==> config.mk <==
export PLATFORM = sky130hd
export DESIGN_NAME = pipeline_run_ctrl_flat
export DESIGN_NICKNAME = d
export VERILOG_FILES = /design/src/rtl/pipeline_run_ctrl_if.sv /design/src/rtl/pipeline_run_ctrl.sv /design/src/flat_wrapper.sv
export SDC_FILE = /design/constraint.sdc
export NUM_CORES = 1
export LEC_CHECK = 0
export CORE_UTILIZATION = 40
export DETAILED_ROUTE_END_ITERATION = 8
export GPL_TIMING_DRIVEN = 0
export PLACE_DENSITY = 0.75
export SETUP_SLACK_MARGIN = 0.4
export SLEW_MARGIN = 20
export SYNTH_ARGS = -nofsm -noshare
export SYNTH_HDL_FRONTEND = slang
export SYNTH_SLANG_ARGS = --single-unit
==> constraint.sdc <==
create_clock -name clk -period 1.82 [get_ports clk]
set_input_delay 0.364 -clock clk [delete_from_list [all_inputs] [get_ports clk]]
set_output_delay 0.364 -clock clk [all_outputs]
set_load 0.1 [all_outputs]
==> src/rtl/pipeline_run_ctrl_if.sv <==
// Host command channel for the pipeline run controller: valid/ready handshake
// carrying a 2-bit command (00 NOP, 01 RUN, 10 STEP, 11 PAUSE).
interface pipeline_run_ctrl_if;
  logic       cmd_valid;
  logic [1:0] cmd_code;
  logic       cmd_ready;

  modport master (output cmd_valid, output cmd_code, input cmd_ready);
  modport slave  (input cmd_valid, input cmd_code, output cmd_ready);
endinterface

==> src/rtl/pipeline_run_ctrl.sv <==
// Run/step/halt sequencer for the 5-stage pipeline with HALT drain and a saturating cycle counter.
// Optional watchdog enabled by defining PIPE_WATCHDOG_EN.
//
// state | meaning
// IDLE  | pipeline frozen, waiting for RUN or STEP
// RUN   | free running until HALT, PAUSE or watchdog
// STEP  | one enabled cycle, then back to IDLE
// DRAIN | HALT seen, retiring older instructions for DRAIN_CYCLES cycles
// DONE  | frozen, halted; left only through reset
module pipeline_run_ctrl #(
  parameter int          B            = 32,
  parameter int          CW           = 32,
  parameter logic [5:0]  HALT_OPCODE  = 6'h3F,
  parameter int          DRAIN_CYCLES = 2,
  parameter int          WDOG_LIMIT   = 1000
) (
  input  logic                 clk,
  input  logic                 reset,
  pipeline_run_ctrl_if.slave   cmd,
  input  logic [B-1:0]         instruction_IF_ID,
  output logic                 pipe_en,
  output logic [2:0]           state_o,
  output logic [CW-1:0]        cycle_count,
  output logic                 done,
  output logic                 halted,
  output logic                 timeout
);

  typedef enum logic [2:0] {
    ST_IDLE  = 3'd0,
    ST_RUN   = 3'd1,
    ST_STEP  = 3'd2,
    ST_DRAIN = 3'd3,
    ST_DONE  = 3'd4
  } state_t;

  localparam logic [1:0] CMD_RUN   = 2'b01;
  localparam logic [1:0] CMD_STEP  = 2'b10;
  localparam logic [1:0] CMD_PAUSE = 2'b11;

  state_t        state_q, state_d;
  logic [3:0]    drain_q, drain_d;
  logic [CW-1:0] cycle_q, cycle_d;
  logic          done_q, done_d;
  logic          timeout_q, timeout_d;
  logic          accept, hit, wdog_hit;

  assign pipe_en   = (state_q == ST_RUN) || (state_q == ST_STEP) || (state_q == ST_DRAIN);
  assign cmd.cmd_ready = (state_q == ST_IDLE) || (state_q == ST_RUN);
  assign accept    = cmd.cmd_valid && cmd.cmd_ready;
  assign hit       = pipe_en && (instruction_IF_ID[B-1:B-6] == HALT_OPCODE);

`ifdef PIPE_WATCHDOG_EN
  assign wdog_hit  = (state_q == ST_RUN) && (cycle_q == CW'(WDOG_LIMIT - 1));
`else
  assign wdog_hit  = 1'b0;
  logic unused_wdog;
  assign unused_wdog = ^WDOG_LIMIT;
`endif

  logic unused_instr;
  assign unused_instr = ^instruction_IF_ID[B-7:0];

  always_comb begin
    state_d   = state_q;
    drain_d   = drain_q;
    timeout_d = timeout_q;
    done_d    = 1'b0;
    cycle_d   = cycle_q;

    // saturate instead of wrapping so the debug side never sees a small count after a long run
    if (pipe_en && (cycle_q != {CW{1'b1}}))
      cycle_d = cycle_q + CW'(1);

    unique case (state_q)
      ST_IDLE: begin
        if (accept && cmd.cmd_code == CMD_RUN)       state_d = ST_RUN;
        else if (accept && cmd.cmd_code == CMD_STEP) state_d = ST_STEP;
      end
      ST_RUN: begin
        if (hit) begin
          state_d = ST_DRAIN;
          drain_d = 4'(DRAIN_CYCLES);
        end else if (wdog_hit) begin
          state_d   = ST_DONE;
          timeout_d = 1'b1;
          done_d    = 1'b1;
        end else if (accept && cmd.cmd_code == CMD_PAUSE) begin
          state_d = ST_IDLE;
        end
      end
      ST_STEP: begin
        if (hit) begin
          state_d = ST_DRAIN;
          drain_d = 4'(DRAIN_CYCLES);
        end else begin
          state_d = ST_IDLE;
        end
      end
      ST_DRAIN: begin
        drain_d = drain_q - 4'd1;
        if (drain_q == 4'd1) begin
          state_d = ST_DONE;
          done_d  = 1'b1;
        end
      end
      ST_DONE: state_d = ST_DONE;
      default: state_d = ST_IDLE;
    endcase
  end

  always_ff @(posedge clk) begin
    if (reset) begin
      state_q   <= ST_IDLE;
      drain_q   <= 4'd0;
      cycle_q   <= '0;
      done_q    <= 1'b0;
      timeout_q <= 1'b0;
    end else begin
      state_q   <= state_d;
      drain_q   <= drain_d;
      cycle_q   <= cycle_d;
      done_q    <= done_d;
      timeout_q <= timeout_d;
    end
  end

  assign state_o     = state_q;
  assign cycle_count = cycle_q;
  assign done        = done_q;
  assign halted      = (state_q == ST_DONE);
`ifdef PIPE_WATCHDOG_EN
  assign timeout     = timeout_q;
`else
  assign timeout     = 1'b0;
  logic unused_timeout;
  assign unused_timeout = timeout_q;
`endif

endmodule

==> src/flat_wrapper.sv <==
// flat-port wrapper written by rule: the top's interface ports become plain ports
module pipeline_run_ctrl_flat 
#(
  parameter int          B            = 32,
  parameter int          CW           = 32,
  parameter logic [5:0]  HALT_OPCODE  = 6'h3F,
  parameter int          DRAIN_CYCLES = 2,
  parameter int          WDOG_LIMIT   = 1000
)
  (clk, reset, instruction_IF_ID, pipe_en, state_o, cycle_count, done, halted, timeout, cmd_cmd_valid, cmd_cmd_code, cmd_cmd_ready);
  pipeline_run_ctrl_if cmd_i ();
  input  logic clk;
  input  logic reset;
  input  logic [B-1:0] instruction_IF_ID;
  output logic pipe_en;
  output logic [2:0] state_o;
  output logic [CW-1:0] cycle_count;
  output logic done;
  output logic halted;
  output logic timeout;
  input wire logic [$bits(cmd_i.cmd_valid)-1:0] cmd_cmd_valid;
  input wire logic [$bits(cmd_i.cmd_code)-1:0] cmd_cmd_code;
  output wire logic [$bits(cmd_i.cmd_ready)-1:0] cmd_cmd_ready;
  assign cmd_i.cmd_valid = cmd_cmd_valid;
  assign cmd_i.cmd_code = cmd_cmd_code;
  assign cmd_cmd_ready = cmd_i.cmd_ready;
  pipeline_run_ctrl #(.B(B), .CW(CW), .HALT_OPCODE(HALT_OPCODE), .DRAIN_CYCLES(DRAIN_CYCLES), .WDOG_LIMIT(WDOG_LIMIT)) u_core (.clk(clk), .reset(reset), .cmd(cmd_i), .instruction_IF_ID(instruction_IF_ID), .pipe_en(pipe_en), .state_o(state_o), .cycle_count(cycle_count), .done(done), .halted(halted), .timeout(timeout));
endmodule
==> impl_metrics.csv, run 1 <==
group,metric,value,unit
outcome,outcome,"finished with violations",
outcome,violations,"setup timing",
clock_network,clk_pin_slew,0.09,ns
synthesis,ys_types,48,
worst_setup_path,cp_top_family,"simple AND/OR/NAND/NOR gates",
worst_setup_path,crit_slowest_cell,"or4_4",
finish,mostFrequentLayoutCells,"buf_4 (81), dfxtp_4 (35), nor2_1 (33), buf_6 (32), xnor2_1 (20)",
worst_setup_path,crit_chain,"nand4_4, or4_4, buf_12, nor4b_4, xnor2_1, nor2_1",
synthesis,ys.flop_type,"dfxtp_1",
sta,rsz0062_at_grt,"yes",
sta,post-route-period-util,107,%
power_and_ir_drop,irDropWorstVdd,0.626,mV
route,post_drt_wl_per_cell,21.8,um
synthesis,ys_seq_area_share,36.1,%
sta,slew_headroom,63.7,%
floorplanning,ios,77,
route,viasPerCell,6.18,
synthesis,synthArstFlopShare,0,%
global_routing,antenna_found_initial,0,
clock_network,htreeDepth,2,
worst_setup_path,ff2ff_setup_slack,-0.13,ns
placement,io_buffers,48,
synthesis,synth_nets,297,
clock_network,cts_tree,"done",
placement,placed_cells,375,
synthesis,synth_seq_cells,40,
finish,nets,437,
sta,hold_slack,0.520,ns
worst_setup_path,cp-start-kind,"flop",
finish,final_common_cell,"buf_4",
synthesis,synth_edf_count,0,
sta,timing.fmax,513,MHz
route,drc_errors,0,
clock_network,cts_sinks,40,
power_and_ir_drop,p_leak,1.70,nW
global_routing,grt-ovfl-total,0,
sta,setup_viol,11,
floorplanning,die_w,76.4,um
finish,final_cells,468,
sta,skew,0.0109,ns
flow_run,drv_cap,0,
finish,antenna_cells,0,
floorplanning,core_area,5200,um^2
finish,area_growth,95.1,%
global_routing,grt_usage,25.4,%
route,vias,2892,
clock_network,cts.hold.buffers_added,0,
finish,layout-drive-gt1-share,61.1,%
sta,tns,-0.578,ns
synthesis,yosysWarnings,0,
route,wl,10200,um
clock_network,cts_inserted_buffers,5,
sta,worst_pin_slew,0.544,ns
worst_setup_path,crit_type,"flop to flop",
worst_setup_path,path_buf_inv,1,
clock_network,cts_root_buffer,"clkbuf_8",
route,ant_nets,0,
route,first_pass_iters,5,
worst_setup_path,critPathMaxFanout,5,
sta,final_hold_viol_count,0,
floorplanning,die_area,5840,um^2
clock_network,clk-insertion-delay-late,0.31,ns
global_routing,grt_pass1_wl,11800,um
floorplanning,std_cell_rows,26,
global_routing,grt_max_degree,13,
sta,slew_viol_final,0,
worst_setup_path,worst_ep_required_time,1.99,ns
synthesis,avgSynthCellArea,8.62,um^2
synthesis,syn-cell-area,2220,um^2
power_and_ir_drop,power_density,560,nW/um^2
worst_setup_path,end_kind,"flop",
worst_hold_path,worst_hold_path_type,"flop to flop",
floorplanning,die_y,76.4,um
placement,place_congestion,0.790,
route,initialDrtViolationCount,295,
synthesis,postSynthCellCount,257,
placement,dp_hpwl,3920,um
worst_setup_path,crit_arrival,2.12,ns
clock_network,clockBufferDepth,2,
worst_setup_path,slowest_delay,0.59,ns
floorplanning,initial_core_util,42.6,%
sta,setup_ws,-0.131,ns
global_routing,grt_pass1_vias,2438,
sta,finalCriticalPeriod,1.95,ns
==> cell usage after synthesis (2+ instances only) <==
master     count  area [um^2]
buf_2          3         15.0
nand2_1       20         75.1
nand3_1        8         40.0
buf_4          2         15.0
dfxtp_1       40          801
nor4_4         5          106
a221oi_1       2         17.5
nand4_2        3         37.5
clkbuf_1       8         30.0
and4_1         3         26.3
ha_1           3         37.5
or3_1          2         12.5
nor2_1        37          139
mux2i_1        2         20.0
o31ai_1        2         15.0
a211oi_1       8         60.1
o21ai_0        3         15.0
a21o_1         3         22.5
nand4_1       13         81.3
nor3b_1        2         15.0
a2111oi_0      2         17.5
and3_1         2         12.5
a21oi_1       16         80.1
xnor2_1       22          193
nor3_1         7         35.0
xor2_1         2         17.5
nand2b_1       4         25.0
nor4_1         3         18.8
or4_1          4         30.0
a311oi_1       2         17.5
a31oi_1        2         12.5
inv_1          6         22.5
==> layout make-up <==
class | count | area, um^2
clock buffers | 7 | 86.3
well taps | 70 | 87.6
fillers | 256 | 881
inverters | 7 | 32.5
clock inverters | 1 | 3.75
plain buffers | 14 | 159
repair buffers | 133 | 1270
flip-flops and latches | 40 | 935
multi-input cells | 196 | 1750
==> power by group <==
part	switching (W)	internal (W)
clock	0.000344	0.000305
sequential	0.0000422	0.000864
combinational	0.000509	0.000357
total	0.000896	0.00153
==> flip-flops by register name, summed over array words and instances (netlist names) <==
register	cells
u_core.done	1
u_core.state_o	3
u_core.cycle_count	32
u_core.drain_q	4
==> path summary, 6_finish.rpt <==
check | end | cells past startpoint | start
max reg2reg | u_core.cycle_count[29] | 6 | u_core.cycle_count[15]
max | u_core.cycle_count[29] | 6 | u_core.cycle_count[15]
min reg2reg | u_core.cycle_count[26] | 2 | u_core.cycle_count[26]
min | u_core.cycle_count[26] | 2 | u_core.cycle_count[26]
==> stage by stage <==
stage / utilization, % / setup WS (ns) / cell area (um^2) / total power (W)
global placement: 59.4 / -0.604 / 3090 / 0.00150
finish: 83.1 / -0.131 / 4320 / 0.00242
global route: 83.1 / -0.166 / 4320 / 0.00250
floorplan: - / -0.154 / 2520 / 0.00136
detailed placement: 59.4 / -0.609 / 3090 / 0.00150
CTS: 71.0 / 0.0603 / 3690 / 0.00221
==> routing by layer <==
metal | track usage (%) | vias up | share of wire, %
met2 | 44.1 | 203 | 49
met5 | 0 | - | 0
met3 | 4.67 | 48 | 6.9
met1 | 29.5 | 1420 | 40
li1 | - | 1221 | -
met4 | 13.1 | 0 | 4.5
==> what timing repair did <==
action | 4_1_cts | 5_1_grt
gates resized for setup | 290 | 84
pin swaps | 23 | 48
cloned | 3 | 1
buffers inserted | 45 | 36
endpoints found under the setup margin | 77 | 46
==> logic make-up after synthesis <==
family / Yosys count / share of synthesized area, %
xor gates and xnor gates: 24 / 9.49
muxes: 3 / 1.41
adders and majority gates: 3 / 1.69
and+or+nand+nor: 121 / 33.6
buffers and inverters: 21 / 4.40
other: 1 / 0.169
DFF: 40 / 36.1
AOI/OAI and AO/OA: 44 / 13.1
==> worst min-delay path, delay by kind of cell (launching register included) <==
kind	cells	cell delay (ns)
flops	1	0.36
compound gates	2	0.12
(Power assumes the default switching activity.)
==> inputs of run 2 (changes only) <==
- SKIP_LAST_GASP: not set -> 1
==> impl_metrics.csv, run 2 (synthesis gave the netlist of run 1 again) <==
group,metric,value,unit
outcome,outcome,"finished with violations",
outcome,violations,"setup timing",
sta,worst_pin_slew,0.511,ns
power_and_ir_drop,p_seq_share,37.7,%
floorplanning,core_area,5200,um^2
worst_setup_path,path_buf_inv,1,
worst_setup_path,cp-start-kind,"flop",
worst_setup_path,crit_type,"flop to flop",
worst_setup_path,worst_ep_required_time,2.00,ns
power_and_ir_drop,p_int,0.00151,W
sta,setup_viol,12,
clock_network,cts.hold.buffers_added,0,
worst_setup_path,end_kind,"flop",
floorplanning,ios,77,
power_and_ir_drop,p_comb_share,35.5,%
route,vias,2774,
clock_network,cts_tree,"done",
finish,final_cells,468,
route,initialDrtViolationCount,345,
clock_network,cts_sinks,40,
power_and_ir_drop,switching_power,0.000885,W
route,drc_errors,0,
finish,layout-drive-gt1-share,60.8,%
floorplanning,die_y,76.4,um
worst_setup_path,critPathMaxFanout,5,
finish,final_common_cell,"buf_4",
worst_setup_path,crit_chain,"nand4_4, or4_4, buf_12, nor4b_4, xnor2_1, nor2_1",
finish,ff_latch_area,935,um^2
global_routing,grt_pass1_wl,11800,um
power_and_ir_drop,power_frac_clock,26.7,%
global_routing,grt-ovfl-total,0,
flow_run,drv_cap,0,
sta,skew,0.0114,ns
route,viasPerCell,5.93,
sta,setup_ws,-0.117,ns
route,first_pass_iters,4,
finish,nFillCells,275,
floorplanning,die_w,76.4,um
worst_setup_path,slowest_delay,0.59,ns
floorplanning,die_area,5840,um^2
global_routing,grt_max_degree,13,
floorplanning,initial_core_util,42.6,%
worst_setup_path,crit_arrival,2.12,ns
placement,place_congestion,0.790,
clock_network,htreeDepth,2,
placement,dp_hpwl,3920,um
sta,tns,-0.645,ns
finish,area_growth,91.6,%
clock_network,cts_root_buffer,"clkbuf_8",
sta,rsz0062_at_grt,"yes",
clock_network,cts_inserted_buffers,5,
power_and_ir_drop,switching_share,37.0,%
global_routing,antenna_found_initial,0,
sta,timing.fmax,516,MHz
sta,post-route-period-util,106,%
clock_network,clk-insertion-delay-late,0.31,ns
power_and_ir_drop,power_density,564,nW/um^2
finish,largest_reg_flops,32,
global_routing,grt_pass1_vias,2438,
power_and_ir_drop,p_leak,1.69,nW
finish,antenna_cells,0,
placement,io_buffers,48,
sta,final_hold_viol_count,0,
route,wl,9670,um
finish,multi_input_comb_area,1720,um^2
finish,nets,437,
route,post_drt_wl_per_cell,20.7,um
sta,slew_viol_final,0,
floorplanning,std_cell_rows,26,
sta,slew_headroom,65.9,%
sta,finalCriticalPeriod,1.94,ns
global_routing,grt_usage,25.4,%
worst_setup_path,crit_slowest_cell,"or4_4",
clock_network,clk_pin_slew,0.09,ns
power_and_ir_drop,irDropWorstVdd,0.807,mV
finish,fin_util,81.6,%
route,ant_nets,0,
placement,placed_cells,375,
clock_network,clockBufferDepth,2,
worst_hold_path,worst_hold_path_type,"flop to flop",
finish,mostFrequentLayoutCells,"buf_4 (91), dfxtp_4 (35), nor2_1 (33), buf_6 (25), xnor2_1 (21)",
worst_setup_path,cp_top_family,"simple AND/OR/NAND/NOR gates",
==> run 2: cell counts in the layout (fill, tap and decap cells not counted) <==
Identical to the previous run, type by type.
==> run 2: per-layer routing <==
metal | vias to the layer above | global-route usage, % | wire, um
li1 | 1215 | - | -
met1 | 1352 | 29.5 | 3880
met2 | 167 | 44.1 | 4720
met3 | 40 | 4.67 | 713
met4 | 0 | 13.1 | 353
met5 | - | 0 | 0
==> run 2: worst paths after layout <==
check | from | end | slack (ns) | cells past startpoint
setup / recovery | u_core.cycle_count[15] | u_core.cycle_count[29] | -0.12 | 6
hold / removal | u_core.cycle_count[26] | u_core.cycle_count[26] | 0.52 | 2
setup reg to reg | u_core.cycle_count[15] | u_core.cycle_count[29] | -0.12 | 6
hold reg to reg | u_core.cycle_count[26] | u_core.cycle_count[26] | 0.52 | 2
==> run 2: power groups by stage <==
stage / logic (W) / clock network, W / registers, W
6_report: 0.000851 / 0.000640 / 0.000904
5_1_grt: 0.000886 / 0.000691 / 0.000908
4_1_cts: 0.000680 / 0.000629 / 0.000901
3_5_place_dp: 0.000572 / 0 / 0.000930
3_3_place_gp: 0.000569 / 0 / 0.000929
2_1_floorplan: 0.000294 / 0 / 0.00107
==> run 2: repair_timing <==
action                                  CTS  global route
gates cloned                              3             1
pin swaps                                23            37
endpoints found under the setup margin   77            46
buffers inserted                         45            36
gates resized for setup                 290            67
==> run 2: cell type report <==
cell class,count,share of cell area [%]
multi-input cells,196,40.5
well taps,70,2.06
flip-flops and latches,40,22.0
repair buffers,133,28.9
clock inverters,1,0.0884
plain buffers,14,3.65
clock buffers,7,2.03
inverters,7,0.766
==> run 2: worst reg2reg max path: cells and delay by family, from the launching register on <==
family                 cells  cell delay [ns]
XOR/XNOR                   1             0.18
buffers and inverters      1             0.17
flip-flops                 1             0.39
AND/OR/NAND/NOR            4             1.06
==> run 2: metrics by stage <==
| step | cell area (um^2) | worst slack (ns) | total power, W | hold WS (ns) |
|---|---|---|---|---|
| after floorplan | 2520 | -0.154 | 0.00136 | 0.450 |
| after global placement | 3090 | -0.604 | 0.00150 | 0.475 |
| after detailed placement | 3090 | -0.609 | 0.00150 | 0.480 |
| after CTS | 3690 | 0.0603 | 0.00221 | 0.490 |
| after global routing | 4250 | -0.186 | 0.00248 | 0.537 |
| final | 4250 | -0.117 | 0.00240 | 0.518 |
==> inputs of run 3 (changes only) <==
--- a/constraint.sdc
+++ b/constraint.sdc
@@ -3,2 +3,2 @@
 set_output_delay 0.364 -clock clk [all_outputs]
-set_load 0.1 [all_outputs]
+set_load 0.05 [all_outputs]
==> impl_metrics.csv, run 3 (synthesis gave the netlist of run 1 again) <==
group,metric,value,unit
route,vias,2520,
sta,hold_slack,0.494,ns
finish,antenna_cells,0,
global_routing,grt_usage,24.7,%
finish,final_common_cell,"buf_4",
worst_setup_path,critPathLaunch,"u_core.cycle_count[6]",
power_and_ir_drop,power_density,526,nW/um^2
sta,rsz0062_at_grt,"yes",
worst_setup_path,critPathMaxFanout,5,
global_routing,grt_pass1_wl,11500,um
worst_setup_path,cp-start-kind,"flop",
finish,ff_latch_area,922,um^2
worst_setup_path,crit_slowest_cell,"dfxtp_4",
finish,multi_input_comb_area,1660,um^2
sta,timing.fmax,529,MHz
global_routing,antenna_found_initial,0,
clock_network,cts_sinks,40,
worst_setup_path,crit_chain,"nand4_4, buf_6, buf_6, nor4_4, buf_6, buf_8, buf_4, a211oi_4, a21oi_2, a31o_2",
power_and_ir_drop,irDropWorstVdd,0.574,mV
route,ant_nets,0,
worst_setup_path,crit_path_end,"u_core.cycle_count[19]",
clock_network,cts_root_buffer,"clkbuf_8",
route,viasPerCell,5.61,
finish,nets,418,
floorplanning,ios,77,
worst_setup_path,crit_arrival,2.07,ns
route,post_drt_wl_per_cell,16.6,um
power_and_ir_drop,p_leak,1.51,nW
floorplanning,std_cell_rows,26,
worst_hold_path,worst_hold_path_type,"flop to flop",
worst_setup_path,r2r-end,"u_core.cycle_count[19]",
clock_network,cts_tree,"done",
global_routing,grt_max_degree,12,
worst_setup_path,reg2regPathDepth,10,
finish,mostFrequentLayoutCells,"buf_4 (53), nor2_1 (32), dfxtp_4 (30), buf_2 (22), xnor2_1 (21)",
outcome,violations,"setup timing",
floorplanning,core_area,5200,um^2
sta,worst_pin_slew,0.518,ns
sta,slew_headroom,65.5,%
sta,post-route-period-util,104,%
worst_setup_path,slowest_delay,0.36,ns
clock_network,cts.hold.buffers_added,0,
finish,largest_reg_flops,32,
flow_run,drv_cap,0,
outcome,outcome,"finished with violations",
clock_network,cts_inserted_buffers,5,
sta,final_hold_viol_count,0,
floorplanning,die_w,76.4,um
placement,io_buffers,48,
worst_setup_path,crit_top_cell,"buf_6",
worst_setup_path,r2r-start,"u_core.cycle_count[6]",
finish,area_growth,76.2,%
floorplanning,die_area,5840,um^2
finish,nFillCells,346,
placement,dp_hpwl,4040,um
sta,finalCriticalPeriod,1.89,ns
finish,fin_util,75.0,%
clock_network,clk_pin_slew,0.08,ns
worst_setup_path,ff2ff_setup_slack,-0.07,ns
worst_setup_path,end_kind,"flop",
floorplanning,initial_core_util,42.6,%
sta,slew_viol_final,0,
route,initialDrtViolationCount,175,
route,wl,7470,um
global_routing,grt-ovfl-total,0,
clock_network,htreeDepth,2,
global_routing,grt_pass1_vias,2336,
route,drc_errors,0,
worst_setup_path,crit_type,"flop to flop",
sta,skew,0.00716,ns
route,first_pass_iters,4,
placement,place_congestion,0.779,
finish,layout-drive-gt1-share,57.0,%
sta,setup_ws,-0.0693,ns
floorplanning,die_y,76.4,um
clock_network,clk-insertion-delay-late,0.29,ns
worst_setup_path,worst_ep_required_time,2.00,ns
clock_network,clockBufferDepth,2,
sta,setup_viol,9,
-- run 3: cell count changes in the layout (fill, tap and decap cells not counted), moves of 4 or more --
cell / before / now
clkbuf_4: 0 / 7
nand2_1: 15 / 19
buf_6: 25 / 13
dfxtp_4: 35 / 30
dfxtp_2: 2 / 7
buf_2: 2 / 22
buf_4: 91 / 53
buf_8: 5 / 9
-- run 3: area by class of cell --
class                      count  share of cell area, %
clock inverter                 1                 0.0961
sequential                    40                   23.6
inverter                       7                  0.737
buffer                        14                   3.78
timing repair buffer         114                   25.0
tap                           70                   2.24
clock buffer                   7                   1.95
multi-input combinational    196                   42.6
-- run 3: worst min-delay path by stage --
stage | to | from | cells past startpoint
after floorplan | u_core.drain_q[3] | u_core.drain_q[3] | 1
after global placement | u_core.drain_q[3] | u_core.drain_q[3] | 1
after detailed placement | u_core.drain_q[3] | u_core.drain_q[3] | 1
after CTS | u_core.drain_q[3] | u_core.drain_q[3] | 1
after global routing | u_core.cycle_count[20] | u_core.cycle_count[20] | 2
final | u_core.drain_q[1] | u_core.drain_q[1] | 2
-- run 3: metrics by stage --
step	total power (W)	instances	setup TNS, ns	cell area [um^2]	setup WS [ns]
after floorplan	0.00122	257	-0.288	2490	-0.0376
after global placement	0.00135	375	-3.96	3050	-0.342
after detailed placement	0.00135	375	-4.37	3050	-0.334
after CTS	0.00197	429	0	3620	0.0183
after global routing	0.00214	449	-1.62	3910	-0.124
final	0.00205	449	-0.207	3910	-0.0693
-- run 3: timing repair --
item	CTS	global route
pin swaps	37	27
endpoints found under the setup margin	77	59
cloned	3	0
buffers inserted	43	20
resized for setup	221	72
-- run 3: power breakdown --
group	switching, W	internal [W]
Clock	0.000304	0.000267
Sequential	0.0000310	0.000871
Combinational	0.000331	0.000248
-- run 3: critical path, delay by kind of cell (launching register included) --
family / cells / cell delay [ns]
AOI/OAI and AO/OA: 3 / 0.66
buffers and inverters: 5 / 0.61
DFF: 1 / 0.36
and+or+nand+nor: 2 / 0.14
-- run 3: routing by layer --
layer / GRT usage (%) / part of all wire, % / up-vias
li1: - / - / 1181
met1: 30.3 / 41 / 1213
met2: 41.5 / 50 / 98
met3: 4.43 / 5.4 / 28
met4: 11.7 / 3.9 / 0
met5: 0 / 0 / -
